[config.mk]
export PLATFORM = sky130hd
export DESIGN_NAME = note_sequencer_flat
export DESIGN_NICKNAME = d
export VERILOG_FILES = /design/src/rtl/piano_pkg.sv /design/src/rtl/note_sequencer_if.sv /design/src/rtl/song_rom.sv /design/src/rtl/note_sequencer.sv /design/src/flat_wrapper.sv
export SDC_FILE = /design/constraint.sdc
export NUM_CORES = 1
export LEC_CHECK = 0
export CORE_UTILIZATION = 56
export DETAILED_ROUTE_END_ITERATION = 6
export PLACE_DENSITY = 0.9
export REMOVE_ABC_BUFFERS = 1
export SKIP_CTS_REPAIR_TIMING = 1
export SLEW_MARGIN = 40
export SYNTH_ARGS = -nofsm -noshare
export SYNTH_HDL_FRONTEND = slang
export SYNTH_SLANG_ARGS = --single-unit
[constraint.sdc]
create_clock -name clk -period 3.1 [get_ports clk]
set_input_delay 0.31 -clock clk [delete_from_list [all_inputs] [get_ports clk]]
set_output_delay 0.31 -clock clk [all_outputs]
set_load 0.05 [all_outputs]
[src/rtl/piano_pkg.sv]
// piano_pkg: note indices, sequencer state encoding, ROM entry layout and one-hot note decode.
package piano_pkg;
    localparam logic [3:0] NOTE_REST = 4'd0;
    localparam logic [3:0] NOTE_C4   = 4'd1;
    localparam logic [3:0] NOTE_D4   = 4'd2;
    localparam logic [3:0] NOTE_E4   = 4'd3;
    localparam logic [3:0] NOTE_F4   = 4'd4;
    localparam logic [3:0] NOTE_G4   = 4'd5;
    localparam logic [3:0] NOTE_A4   = 4'd6;
    localparam logic [3:0] NOTE_B4   = 4'd7;
    localparam logic [3:0] NOTE_C5   = 4'd8;
    localparam logic [3:0] NOTE_END  = 4'd15;

    localparam int ENT_NOTE_HI = 7;
    localparam int ENT_NOTE_LO = 4;
    localparam int ENT_DUR_HI  = 3;
    localparam int ENT_DUR_LO  = 0;

    typedef enum logic [2:0] {ST_IDLE, ST_LOAD, ST_PLAY, ST_GAP, ST_FINISH} seq_state_t;

    // Indices outside C4..C5 (rests, end marker) decode to silence.
    function automatic logic [11:0] note_onehot(input logic [3:0] idx);
        return (idx >= NOTE_C4 && idx <= NOTE_C5) ? 12'h001 << (idx - NOTE_C4) : 12'h000;
    endfunction
endpackage

[src/rtl/note_sequencer_if.sv]
// note_sequencer_if: control, live-key and piezo-side signals of the note sequencer.
interface note_sequencer_if #(parameter int ADDR_W = 5) ();
    logic              play_start;
    logic              play_stop;
    logic [11:0]       key_in;
    logic              key_valid;
    logic [11:0]       note_out;
    logic              note_valid;
    logic              busy;
    logic [ADDR_W-1:0] song_pos;
    logic              done;

    modport master (output play_start, play_stop, key_in, key_valid,
                    input  note_out, note_valid, busy, song_pos, done);
    modport slave  (input  play_start, play_stop, key_in, key_valid,
                    output note_out, note_valid, busy, song_pos, done);
endinterface

[src/rtl/song_rom.sv]
// song_rom: fixed combinational melody table; unlisted addresses hold the end marker.
module song_rom
    import piano_pkg::*;
#(
    parameter int ADDR_W = 5
) (
    input  logic [ADDR_W-1:0] i_addr,
    output logic [7:0]        o_data
);
    always_comb begin
        case (32'(i_addr))
            0:       o_data = {NOTE_C4, 4'd2};
            1:       o_data = {NOTE_REST, 4'd1};
            2:       o_data = {NOTE_E4, 4'd0};
            default: o_data = {NOTE_END, 4'd0};
        endcase
    end
endmodule

[src/rtl/note_sequencer.sv]
// note_sequencer: plays song_rom note by note with live-key override and pause/resume.
// Define NOTE_SEQUENCER_LOOP_EN to restart the melody at address 0 instead of finishing.
module note_sequencer
    import piano_pkg::*;
#(
    parameter int TICK_DIV  = 250000,
    parameter int GAP_TICKS = 1,
    parameter int ROM_DEPTH = 32
) (
    input  logic           clk,
    input  logic           rst_x,
    note_sequencer_if.slave bus
);
    localparam int ADDR_W = $clog2(ROM_DEPTH);
    localparam int TICK_W = $clog2(TICK_DIV);
    localparam int GAP_W  = (GAP_TICKS < 2) ? 1 : $clog2(GAP_TICKS + 1);

    seq_state_t        r_state, w_state;
    logic [ADDR_W-1:0] r_pos, w_pos;
    logic              r_over, w_over;
    logic [11:0]       r_note, w_note;
    logic [3:0]        r_dur, w_dur;
    logic [GAP_W-1:0]  r_gap, w_gap;
    logic [TICK_W-1:0] r_tick, w_tick_cnt;
    logic              w_tick, w_key, w_pause, w_done, w_adv;
    logic [7:0]        w_entry;
    logic [3:0]        w_idx, w_len;
    logic [11:0]       r_note_out;
    logic              r_note_valid, r_busy, r_done;

    song_rom #(.ADDR_W(ADDR_W)) u_rom (.i_addr(r_pos), .o_data(w_entry));

    assign w_idx   = w_entry[ENT_NOTE_HI:ENT_NOTE_LO];
    assign w_len   = w_entry[ENT_DUR_HI:ENT_DUR_LO];
    assign w_key   = bus.key_valid && (bus.key_in != '0);
    assign w_pause = w_key && (r_state inside {ST_LOAD, ST_PLAY, ST_GAP});
    assign w_tick  = r_tick == TICK_W'(TICK_DIV - 1);

    always_comb begin
        w_state    = r_state;
        w_pos      = r_pos;
        w_over     = r_over;
        w_note     = r_note;
        w_dur      = r_dur;
        w_gap      = r_gap;
        w_tick_cnt = r_tick;
        w_done     = 1'b0;
        w_adv      = 1'b0;
        if (bus.play_stop && r_state != ST_IDLE) begin
            w_state = ST_IDLE;
        end else if (!w_pause) begin
            case (r_state)
                ST_IDLE: if (bus.play_start && !bus.play_stop) begin
                    w_state = ST_LOAD;
                    w_pos   = '0;
                    w_over  = 1'b0;
                end
                ST_LOAD: if (r_over || w_idx == NOTE_END) begin
`ifdef NOTE_SEQUENCER_LOOP_EN
                    w_state = ST_LOAD;
                    w_pos   = '0;
                    w_over  = 1'b0;
                    w_done  = 1'b1;
`else
                    w_state = ST_FINISH;
`endif
                end else begin
                    w_state    = ST_PLAY;
                    w_note     = note_onehot(w_idx);
                    w_dur      = (w_len == 4'd0) ? 4'd1 : w_len;
                    w_tick_cnt = '0;
                end
                ST_PLAY: begin
                    w_tick_cnt = w_tick ? '0 : r_tick + TICK_W'(1);
                    if (w_tick) begin
                        if (r_dur != 4'd1) w_dur = r_dur - 4'd1;
                        else if (GAP_TICKS > 0) begin
                            w_state = ST_GAP;
                            w_gap   = GAP_W'(GAP_TICKS);
                        end else w_adv = 1'b1;
                    end
                end
                ST_GAP: begin
                    w_tick_cnt = w_tick ? '0 : r_tick + TICK_W'(1);
                    if (w_tick) begin
                        if (r_gap != GAP_W'(1)) w_gap = r_gap - GAP_W'(1);
                        else w_adv = 1'b1;
                    end
                end
                ST_FINISH: w_state = ST_IDLE;
                default:   w_state = ST_IDLE;
            endcase
            // The last address never wraps; the overrun flag makes LOAD finish instead.
            if (w_adv) begin
                w_state = ST_LOAD;
                if (r_pos == ADDR_W'(ROM_DEPTH - 1)) w_over = 1'b1;
                else w_pos = r_pos + ADDR_W'(1);
            end
        end
        w_done = w_done || (w_state == ST_FINISH);
    end

    always_ff @(posedge clk or negedge rst_x) begin
        if (!rst_x) begin
            r_state      <= ST_IDLE;
            r_pos        <= '0;
            r_over       <= 1'b0;
            r_note       <= '0;
            r_dur        <= '0;
            r_gap        <= '0;
            r_tick       <= '0;
            r_note_out   <= '0;
            r_note_valid <= 1'b0;
            r_busy       <= 1'b0;
            r_done       <= 1'b0;
        end else begin
            r_state      <= w_state;
            r_pos        <= w_pos;
            r_over       <= w_over;
            r_note       <= w_note;
            r_dur        <= w_dur;
            r_gap        <= w_gap;
            r_tick       <= w_tick_cnt;
            r_note_out   <= w_key ? bus.key_in : (w_state == ST_PLAY ? w_note : 12'h000);
            r_note_valid <= w_key || (w_state == ST_PLAY && w_note != 12'h000);
            r_busy       <= w_state inside {ST_LOAD, ST_PLAY, ST_GAP};
            r_done       <= w_done;
        end
    end

    assign bus.note_out   = r_note_out;
    assign bus.note_valid = r_note_valid;
    assign bus.busy       = r_busy;
    assign bus.song_pos   = r_pos;
    assign bus.done       = r_done;
endmodule

[src/flat_wrapper.sv]
// flat-port wrapper written by rule: the top's interface ports become plain ports
module note_sequencer_flat import piano_pkg::*;
#(
    parameter int TICK_DIV  = 250000,
    parameter int GAP_TICKS = 1,
    parameter int ROM_DEPTH = 32
)
  (clk, rst_x, bus_play_start, bus_play_stop, bus_key_in, bus_key_valid, bus_note_out, bus_note_valid, bus_busy, bus_song_pos, bus_done);
  note_sequencer_if bus_i ();
  input  logic clk;
  input  logic rst_x;
  input wire logic [$bits(bus_i.play_start)-1:0] bus_play_start;
  input wire logic [$bits(bus_i.play_stop)-1:0] bus_play_stop;
  input wire logic [$bits(bus_i.key_in)-1:0] bus_key_in;
  input wire logic [$bits(bus_i.key_valid)-1:0] bus_key_valid;
  output wire logic [$bits(bus_i.note_out)-1:0] bus_note_out;
  output wire logic [$bits(bus_i.note_valid)-1:0] bus_note_valid;
  output wire logic [$bits(bus_i.busy)-1:0] bus_busy;
  output wire logic [$bits(bus_i.song_pos)-1:0] bus_song_pos;
  output wire logic [$bits(bus_i.done)-1:0] bus_done;
  assign bus_i.play_start = bus_play_start;
  assign bus_i.play_stop = bus_play_stop;
  assign bus_i.key_in = bus_key_in;
  assign bus_i.key_valid = bus_key_valid;
  assign bus_note_out = bus_i.note_out;
  assign bus_note_valid = bus_i.note_valid;
  assign bus_busy = bus_i.busy;
  assign bus_song_pos = bus_i.song_pos;
  assign bus_done = bus_i.done;
  note_sequencer #(.TICK_DIV(TICK_DIV), .GAP_TICKS(GAP_TICKS), .ROM_DEPTH(ROM_DEPTH)) u_core (.clk(clk), .rst_x(rst_x), .bus(bus_i));
endmodule
Yosys cells after proc, flatten, opt, wreduce, memory -nomap -nowiden
Index checks and enable logic that the tools add are counted.
{"block": "word_totals", "regBits": 59, "input_bits": 17, "word_cells": 106}
{"block": "op_classes", "n_addsub": 5, "n_lt_le_gt_ge": 2, "n_eq_ne": 18, "shifts": 1, "muxes": 42, "bitwise": 2, "reduce_logical": 25}
{"operator": "two-way mux 12 bit", "count": 7}
{"operator": "two-way mux 18 bit", "count": 2}
{"operator": "case mux 18 bit (2 select lines)", "count": 1}
{"operator": "case mux 8 bit (3 select lines)", "count": 1}
{"operator": "nonzero test 12 bit", "count": 2}
{"operator": "two-way mux 3 bit", "count": 7}
{"operator": "two-way mux 5 bit", "count": 4}
{"operator": "adder 18 x 1 -> 18 bit (second input constant)", "count": 1}
{"operator": "equality test 18 bit (second input constant)", "count": 1}
{"operator": "two-way mux 4 bit", "count": 4}
{"operator": "two-way mux 1 bit", "count": 13}
{"operator": "equality test 3 x 2 -> 1 bit (second input constant)", "count": 4}
{"operator": "case mux 3 bit (4 select lines)", "count": 1}
{"operator": "AND reduction 6 bit", "count": 2}
{"operator": "<< shifter 1 x 4 -> 12 bit (first input constant)", "count": 1}
{"operator": "nonzero test 3 bit", "count": 3}
{"operator": "case mux 4 bit (2 select lines)", "count": 1}
{"operator": "subtractor 4 x 1 -> 4 bit (second input constant)", "count": 2}
{"operator": "equality test 3 x 1 -> 1 bit (second input constant)", "count": 2}
{"operator": "logical AND 1 bit", "count": 6}
{"operator": "!= test 2 bit (second input constant)", "count": 3}
{"operator": "nonzero test 2 bit", "count": 3}
{"operator": "adder 5 x 1 -> 5 bit (second input constant)", "count": 1}
{"operator": "equality test 5 x 1 -> 1 bit (second input constant)", "count": 1}
{"operator": "other kinds (19)", "count": 22}

Logic depth before layout (Yosys ltp)
Gate-level depths: netlist (run 1).
{"block": "depth", "ltp_word": 12, "depth_mapped": 9}

Hierarchy
From an unflattened synthesis (run 1), not the netlist that was laid out.
{"block": "hier_totals", "hier_cells": 319, "area_unflattened_um2": 3184.3}
{"mod": "note_sequencer", "instances": 1, "cells_per_inst": 309, "area_each_um2": 3116.7}
{"mod": "song_rom", "instances": 1, "cells_per_inst": 10, "area_each_um2": 67.6}

Worst setup path before layout (run 1)
No wires, ideal clock.
{"block": "synth_timing", "path_type": "reg-to-reg", "from": "register u_core.r_pos[0] (netlist: u_core.bus.song_pos[0])", "to": "register u_core.r_tick[8]", "setup_time_ns": 0.110, "t_arrival_ns": 2.511, "t_required_ns": 2.990, "slack_ns": 0.478, "stages_incl_launch_ff": 10, "path_buffers": 2, "path_cell_list": "dfrtp_1 inv_1 ha_1 nor3_1 o41a_1 a21o_1 clkbuf_1 buf_1 o21ai_0 o41ai_1"}
{"block": "synth_between", "elab_chain_cells": 6, "elab_cells_between_ends": 8}
{"item": "from (decl)", "line": "note_sequencer.sv:19", "source": "logic [ADDR_W-1:0] r_pos, w_pos;"}
{"item": "from (signal assigned)", "line": "note_sequencer.sv:118", "source": "r_pos <= w_pos;"}
{"item": "equality test 5 x 2 -> 1 bit, or another cell as far along", "line": "song_rom.sv:11", "source": "case (32'(i_addr))"}
{"item": "case mux 8 bit (3 select lines) (*)", "line": "song_rom.sv:11"}
{"item": "equality test 4 bit (*)", "line": "note_sequencer.sv:58", "source": "ST_LOAD: if (r_over || w_idx == NOTE_END) begin"}
{"item": "logical OR 1 bit (*)", "line": "note_sequencer.sv:58"}
{"item": "!= test 2 bit (no line) (*)"}
{"item": "AND reduction 4 bit (no line) (*)"}
{"item": "to (signal assigned)", "line": "note_sequencer.sv:123", "source": "r_tick <= w_tick_cnt;"}
{"item": "to (decl)", "line": "note_sequencer.sv:24", "source": "logic [TICK_W-1:0] r_tick, w_tick_cnt;"}
Mark *: on every way between the ends. The rest lies on a longest branch, timed or not.
A chain may end at the register's enable or synchronous reset.

Worst setup path after layout (run 1)
{"block": "layout_timing", "from": "register u_core.r_pos[0] (netlist: u_core.bus.song_pos[0])", "to": "register u_core.r_note_valid (netlist: u_core.bus.note_valid)"}
{"block": "layout_between", "elab_chain_cells": 12, "elab_cells_between_ends": 25}
{"item": "equality test 5 x 2 -> 1 bit, or another cell as far along", "line": "song_rom.sv:11"}
{"item": "case mux 8 bit (3 select lines) (*)", "line": "song_rom.sv:11"}
{"item": "subtractor 4 x 1 -> 4 bit, or another cell as far along", "line": "piano_pkg.sv:23", "source": "return (idx >= NOTE_C4 && idx <= NOTE_C5) ? 12'h001 << (idx - NOTE_C4) : 12'h000;"}
{"item": "<< shifter 1 x 4 -> 12 bit, or another cell as far along", "line": "piano_pkg.sv:23"}
{"item": "two-way mux 12 bit or two-way mux 3 bit (tied branches)", "line": "piano_pkg.sv:23, note_sequencer.sv:58"}
{"item": "two-way mux 12 bit or case mux 3 bit (4 select lines) (tied branches)", "line": "note_sequencer.sv:58, note_sequencer.sv:52"}
{"item": "two-way mux 12 bit or two-way mux 3 bit (tied branches)", "line": "note_sequencer.sv:52, note_sequencer.sv:94"}
{"item": "two-way mux 12 bit or two-way mux 3 bit (tied branches)", "line": "note_sequencer.sv:51", "source": "end else if (!w_pause) begin"}
{"item": "two-way mux 12 bit or two-way mux 3 bit (tied branches)", "line": "note_sequencer.sv:49", "source": "if (bus.play_stop && r_state != ST_IDLE) begin"}
{"item": "nonzero test 12 bit or equality test 3 x 2 -> 1 bit (tied branches)", "line": "note_sequencer.sv:125", "source": "r_note_valid <= w_key || (w_state == ST_PLAY && w_note != 12'h000);"}
{"item": "logical AND 1 bit (*)", "line": "note_sequencer.sv:125"}
{"item": "logical OR 1 bit (*)", "line": "note_sequencer.sv:125"}
{"item": "to (signal assigned)", "line": "note_sequencer.sv:125"}
{"item": "to (decl)", "line": "note_sequencer.sv:29", "source": "logic r_note_valid, r_busy, r_done;"}
Marked as above.

==> impl_metrics.ini, run 1 <==
[finish]
diodes = 0
final_cell_mix = dfrtp_1 (59), o21ai_0 (36), clkdlybuf4s50_1 (35)
fin_nets = 412
multiInputGateArea_mm2 = 0.00167
final_cells = 463
filler_cell_count = 402
drive_gt1_frac = 0.120
final-seq-area_mm2 = 0.00148
final_common_cell = dfrtp_1
area_delta_synth_final_pct = 19.8

[clock_network]
cts_sinks = 59
cts_tree = built
clock_latency_ns = 0.34
path_clk_slew_ns = 0.06
clock_path_buffers = 2
cts_buffers = 9
htreeDepth = 3
cts-root-buf = clkbuf_8

[timing]
finalCritPeriodShare = 0.822
rsz0062_at_grt = no
tns_ns = 0
max_freq_mhz = 392
setup_viol = 0
setup_ws_ns = 0.550
tightest_slew_ns = 0.774
maxSlewHeadroom = 0.479
hold_viol_final = 0
slew_violations = 0
layout_min_cycle_time_ns = 2.55
finClkSkew_ns = 0.00927
holdWs_ns = 0.473

[floorplan]
coreArea_mm2 = 0.00557
fp-row-count = 27
start_util = 0.585
die_y_um = 78.3
ios = 37
die_area_mm2 = 0.00613
die_x_um = 78.3

[placement]
dpl.cell_count = 447
pre_cts_slack_ns = 0.282
place_congestion = 0.899
io_buffer_count = 36
dp_hpwl_um = 5620

[logic_synthesis]
synth_top_area_share = 0.453
syn_area_mm2 = 0.00326
ys_seq_area_frac = 0.453
async_flop_share = 1.00
synth_cells = 345
synth_seq_cells = 59
synth_top_cells_by_area = dfrtp_1 (45%), o21ai_0 (5.5%), nand2_1 (3.7%)
synth_edf_count = 0
synth_warnings = 0
yosysUniqueCellTypes = 58
synth_top_area_cell = dfrtp_1
syn_area_per_cell_um2 = 9.45
synth_flop_cell = dfrtp_1

[critical_path]
ff2ff_path_depth = 7
path_buf_inv = 1
cpMaxStageDelayCell = a21oi_1
worstPathCellList = inv_1 > ha_1 > nor3_1 > o41a_1 > a21oi_1 > nor2_1 > o41ai_1
critPathMaxFanout = 11
arrival_ns = 2.78
cp_top_family = compound AO/OA/AOI/OAI gates
endpoint_kind = register
timing.critical_path.from = u_core.bus.song_pos[0]
crit_type = reg2reg
reg2reg_to = u_core.bus.note_valid
worstSetupStartpointType = register
r2r_start = u_core.bus.song_pos[0]
max_stage_delay_ns = 0.48
worstPathRequired_ns = 3.33
r2r_setup_slack_ns = 0.55

[routing]
drt-initial-drc-count = 244
wire_per_inst_um = 17.2
vias_per_cell = 6.27
antenna_left = 0
vias = 2903
remaining_drc_errors = 0
wl_um = 7960
drtPass1Iterations = 5

[global_route]
gr-total-overflow = 0
grt_max_degree = 36
grt_pass1_wl_um = 13200
grt_pass1_vias = 2700
antenna_found_initial = 0
track_usage = 0.281

[power_and_ir_drop]
p_leak_uw = 0.00165
powerDensity_mw_per_mm2 = 672
peakVddDrop_v = 0.000418

[worst_hold_path]
holdPathEnd = u_core.r_gap
min_path_cells = 1
hold_start = u_core.r_gap
hold_path.class = reg2reg

[flow_run]
max-cap-violations = 0

[outcome]
status = complete, no violations
[power by group]
group	total [uW]	internal (uW)	switching, uW
clock network	686	385	301
registers	963	865	98.4
logic	979	340	639
total	2630	1590	1040
[worst reg2reg max path, cell delays in order, from the launching register on]
cell and delay, ns:
dfrtp_1 0.45, inv_1 0.11, ha_1 0.22, nor3_1 0.13
o41a_1 0.44, a21oi_1 0.48, nor2_1 0.23, o41ai_1 0.39
[registers in the layout, indices dropped and copies added (netlist names)]
name,flops
u_core.bus.busy,1
u_core.bus.done,1
u_core.bus.note_out,12
u_core.bus.note_valid,1
u_core.bus.song_pos,5
u_core.r_dur,4
u_core.r_gap,1
u_core.r_note,12
u_core.r_over,1
u_core.r_state,3
u_core.r_tick,18
[worst max-delay path by stage]
stage	to	slack [ns]	cells past startpoint
after global routing	u_core.r_tick[8]	0.31	8
after CTS	u_core.bus.note_valid	0.53	7
final	u_core.bus.note_valid	0.55	7
after floorplan	u_core.bus.note_out[2]	0.56	7
after detailed placement	u_core.bus.note_out[2]	0.28	6
after global placement	u_core.bus.note_out[2]	0.37	6
[cell families after synthesis]
group / share of synthesized area
simple gates: 0.264
buf+inv: 0.0372
compound gates: 0.182
mux: 0.0342
fa+ha+maj: 0.0307
flops: 0.453
[per-stage QoR]
| step | util | total power (uW) | cell area (um2) |
|---|---|---|---|
| 2_1_floorplan | - | 1620 | 3200 |
| 3_3_place_gp | 0.664 | 1890 | 3700 |
| 3_5_place_dp | 0.664 | 1930 | 3700 |
| 4_1_cts | 0.698 | 2620 | 3890 |
| 5_1_grt | 0.701 | 2780 | 3910 |
| 6_report | 0.701 | 2630 | 3910 |
[area by class of cell]
| type | count | share of cell area |
|---|---|---|
| tap | 72 | 0.0231 |
| timing repair buffer | 45 | 0.109 |
| multi-input combinational | 257 | 0.427 |
| clock inverter | 5 | 0.0138 |
| inverter | 15 | 0.0144 |
| clock buffer | 10 | 0.0352 |
| sequential | 59 | 0.378 |
[cell usage after synthesis (all sizes together) (3+ instances only)]
cell	number
ha	8
a22o	7
o21ai	37
nand2b	5
nand2	32
o31ai	4
inv	15
o41ai	5
nor4	11
a21oi	16
nand4	9
and3	6
and2	14
or2	4
buf	4
nand3	17
a21o	3
and4	4
nor3	12
mux2i	10
or4	4
nor2	20
clkbuf	10
dfrtp	59
nand4b	3
[routing by layer]
layer	part of all wire	track usage
met2	0.47	0.423
met1	0.46	0.396
met5	0	0
met4	0.013	0.100
met3	0.050	0.0686
(Power assumes the default switching activity.)
==> inputs of run 2 (changes only) <==
clock period = 2.5 ns   (was 3.1 ns; I/O delays follow)
==> impl_metrics.ini, run 2 (same netlist as run 1, synthesis figures left out) <==
[timing]
max_freq_mhz = 425
setup_viol = 0
hold_viol_final = 0
rsz0062_at_grt = no
finalCritPeriodShare = 0.940
maxSlewHeadroom = 0.582
tightest_slew_ns = 0.627
slew_violations = 0
finClkSkew_ns = 0.00952
layout_min_cycle_time_ns = 2.35

[critical_path]
worstPathCellList = inv_1 > ha_1 > nor3_1 > buf_4 > o41a_1 > a21oi_1 > nor2_1 > o41ai_2
endpoint_kind = register
critPathMaxFanout = 7
crit_type = reg2reg
max_stage_delay_ns = 0.46
worstSetupStartpointType = register
worstPathRequired_ns = 2.72
arrival_ns = 2.57
cpMaxStageDelayCell = dfrtp_1

[finish]
largest_reg_flops = 18
fin_nets = 437
diodes = 0
postLayoutCellArea_mm2 = 0.00416
top_register = u_core.r_tick
final_cells = 489
final_common_cell = dfrtp_1
drive_gt1_frac = 0.173
final_cell_mix = dfrtp_1 (59), o21ai_0 (36), clkdlybuf4s50_1 (35)
area_delta_synth_final_pct = 27.5

[clock_network]
clock_latency_ns = 0.34
cts-root-buf = clkbuf_8
htreeDepth = 3
cts_sinks = 59
cts_buffers = 9
cts_tree = built
clock_path_buffers = 2
path_clk_slew_ns = 0.07

[placement]
dpl_cell_area_mm2 = 0.00391
dpl.cell_count = 472
dp_hpwl_um = 6140
place_congestion = 0.913
io_buffer_count = 36

[floorplan]
die_area_mm2 = 0.00613
coreArea_mm2 = 0.00557
die_x_um = 78.3
ios = 37
fp-row-count = 27
die_y_um = 78.3
start_util = 0.585

[global_route]
track_usage = 0.294
grt_pass1_wl_um = 13800
gr-total-overflow = 0
antenna_found_initial = 0
grt_max_degree = 34
grt_pass1_vias = 2872

[routing]
wire_per_inst_um = 17.3
wl_um = 8460
drtPass1Iterations = 5
remaining_drc_errors = 0
vias = 3067
vias_per_cell = 6.27
drt-initial-drc-count = 191
antenna_left = 0

[flow_run]
max-cap-violations = 0

[outcome]
status = complete, no violations

[power_and_ir_drop]
peakVddDrop_v = 0.000541
powerDensity_mw_per_mm2 = 859
p_leak_uw = 0.00180
power_uw = 3570

[worst_hold_path]
hold_path.class = in2async
[run 2: final timing paths]
kind                                        start                      to  slack (ns)  cells past startpoint
max in group asynchronous                   rst_x         u_core.r_dur[1]        1.43                      3
hold reg to reg                      u_core.r_gap            u_core.r_gap        0.48                      1
setup / recovery           u_core.bus.song_pos[0]  u_core.bus.note_out[2]        0.15                      8
hold / removal                              rst_x  u_core.bus.note_out[5]        0.47                      2
min in group clk                     u_core.r_gap            u_core.r_gap        0.48                      1
setup reg to reg           u_core.bus.song_pos[0]  u_core.bus.note_out[2]        0.15                      8
[run 2: through the flow]
stage	hold slack, ns	utilization	worst slack [ns]	TNS (ns)
floorplan	-0.0456	-	-0.0385	-0.0385
global placement	0.288	0.702	-0.0388	-0.129
detailed placement	0.295	0.702	-0.163	-0.566
CTS	-0.0647	0.741	0.0935	0
global route	0.487	0.746	0.0378	0
finish	0.468	0.746	0.149	0
[run 2: area by class of cell]
class / instances / area, um2
Clock buffer: 12 / 145
Inverter: 15 / 56.3
Sequential cell: 59 / 1480
Clock inverter: 4 / 73.8
Tap cell: 72 / 90.1
Fill cell: 386 / 1420
Timing Repair Buffer: 70 / 638
Multi-Input combinational cell: 257 / 1680
[run 2: metal layers]
metal,vias up,global-route usage,part of all wire
met2,114,0.488,0.50
met4,0,0.120,0.017
met5,-,0,0
met1,1528,0.380,0.43
li1,1409,-,-
met3,16,0.0500,0.054
[run 2: critical path, delay by kind of cell (launching register included)]
family	cells	cell delay, ns
flops	1	0.46
buf+inv	2	0.26
simple gates	2	0.26
fa+ha+maj	1	0.22
compound gates	3	1.04
[run 2: power by group]
| part | internal [uW] | leakage, uW | switching, uW |
|---|---|---|---|
| Sequential | 1070 | 0.000785 | 112 |
| Clock | 589 | 0.000111 | 376 |
| Combinational | 561 | 0.000902 | 859 |
| Total | 2220 | 0.00180 | 1350 |
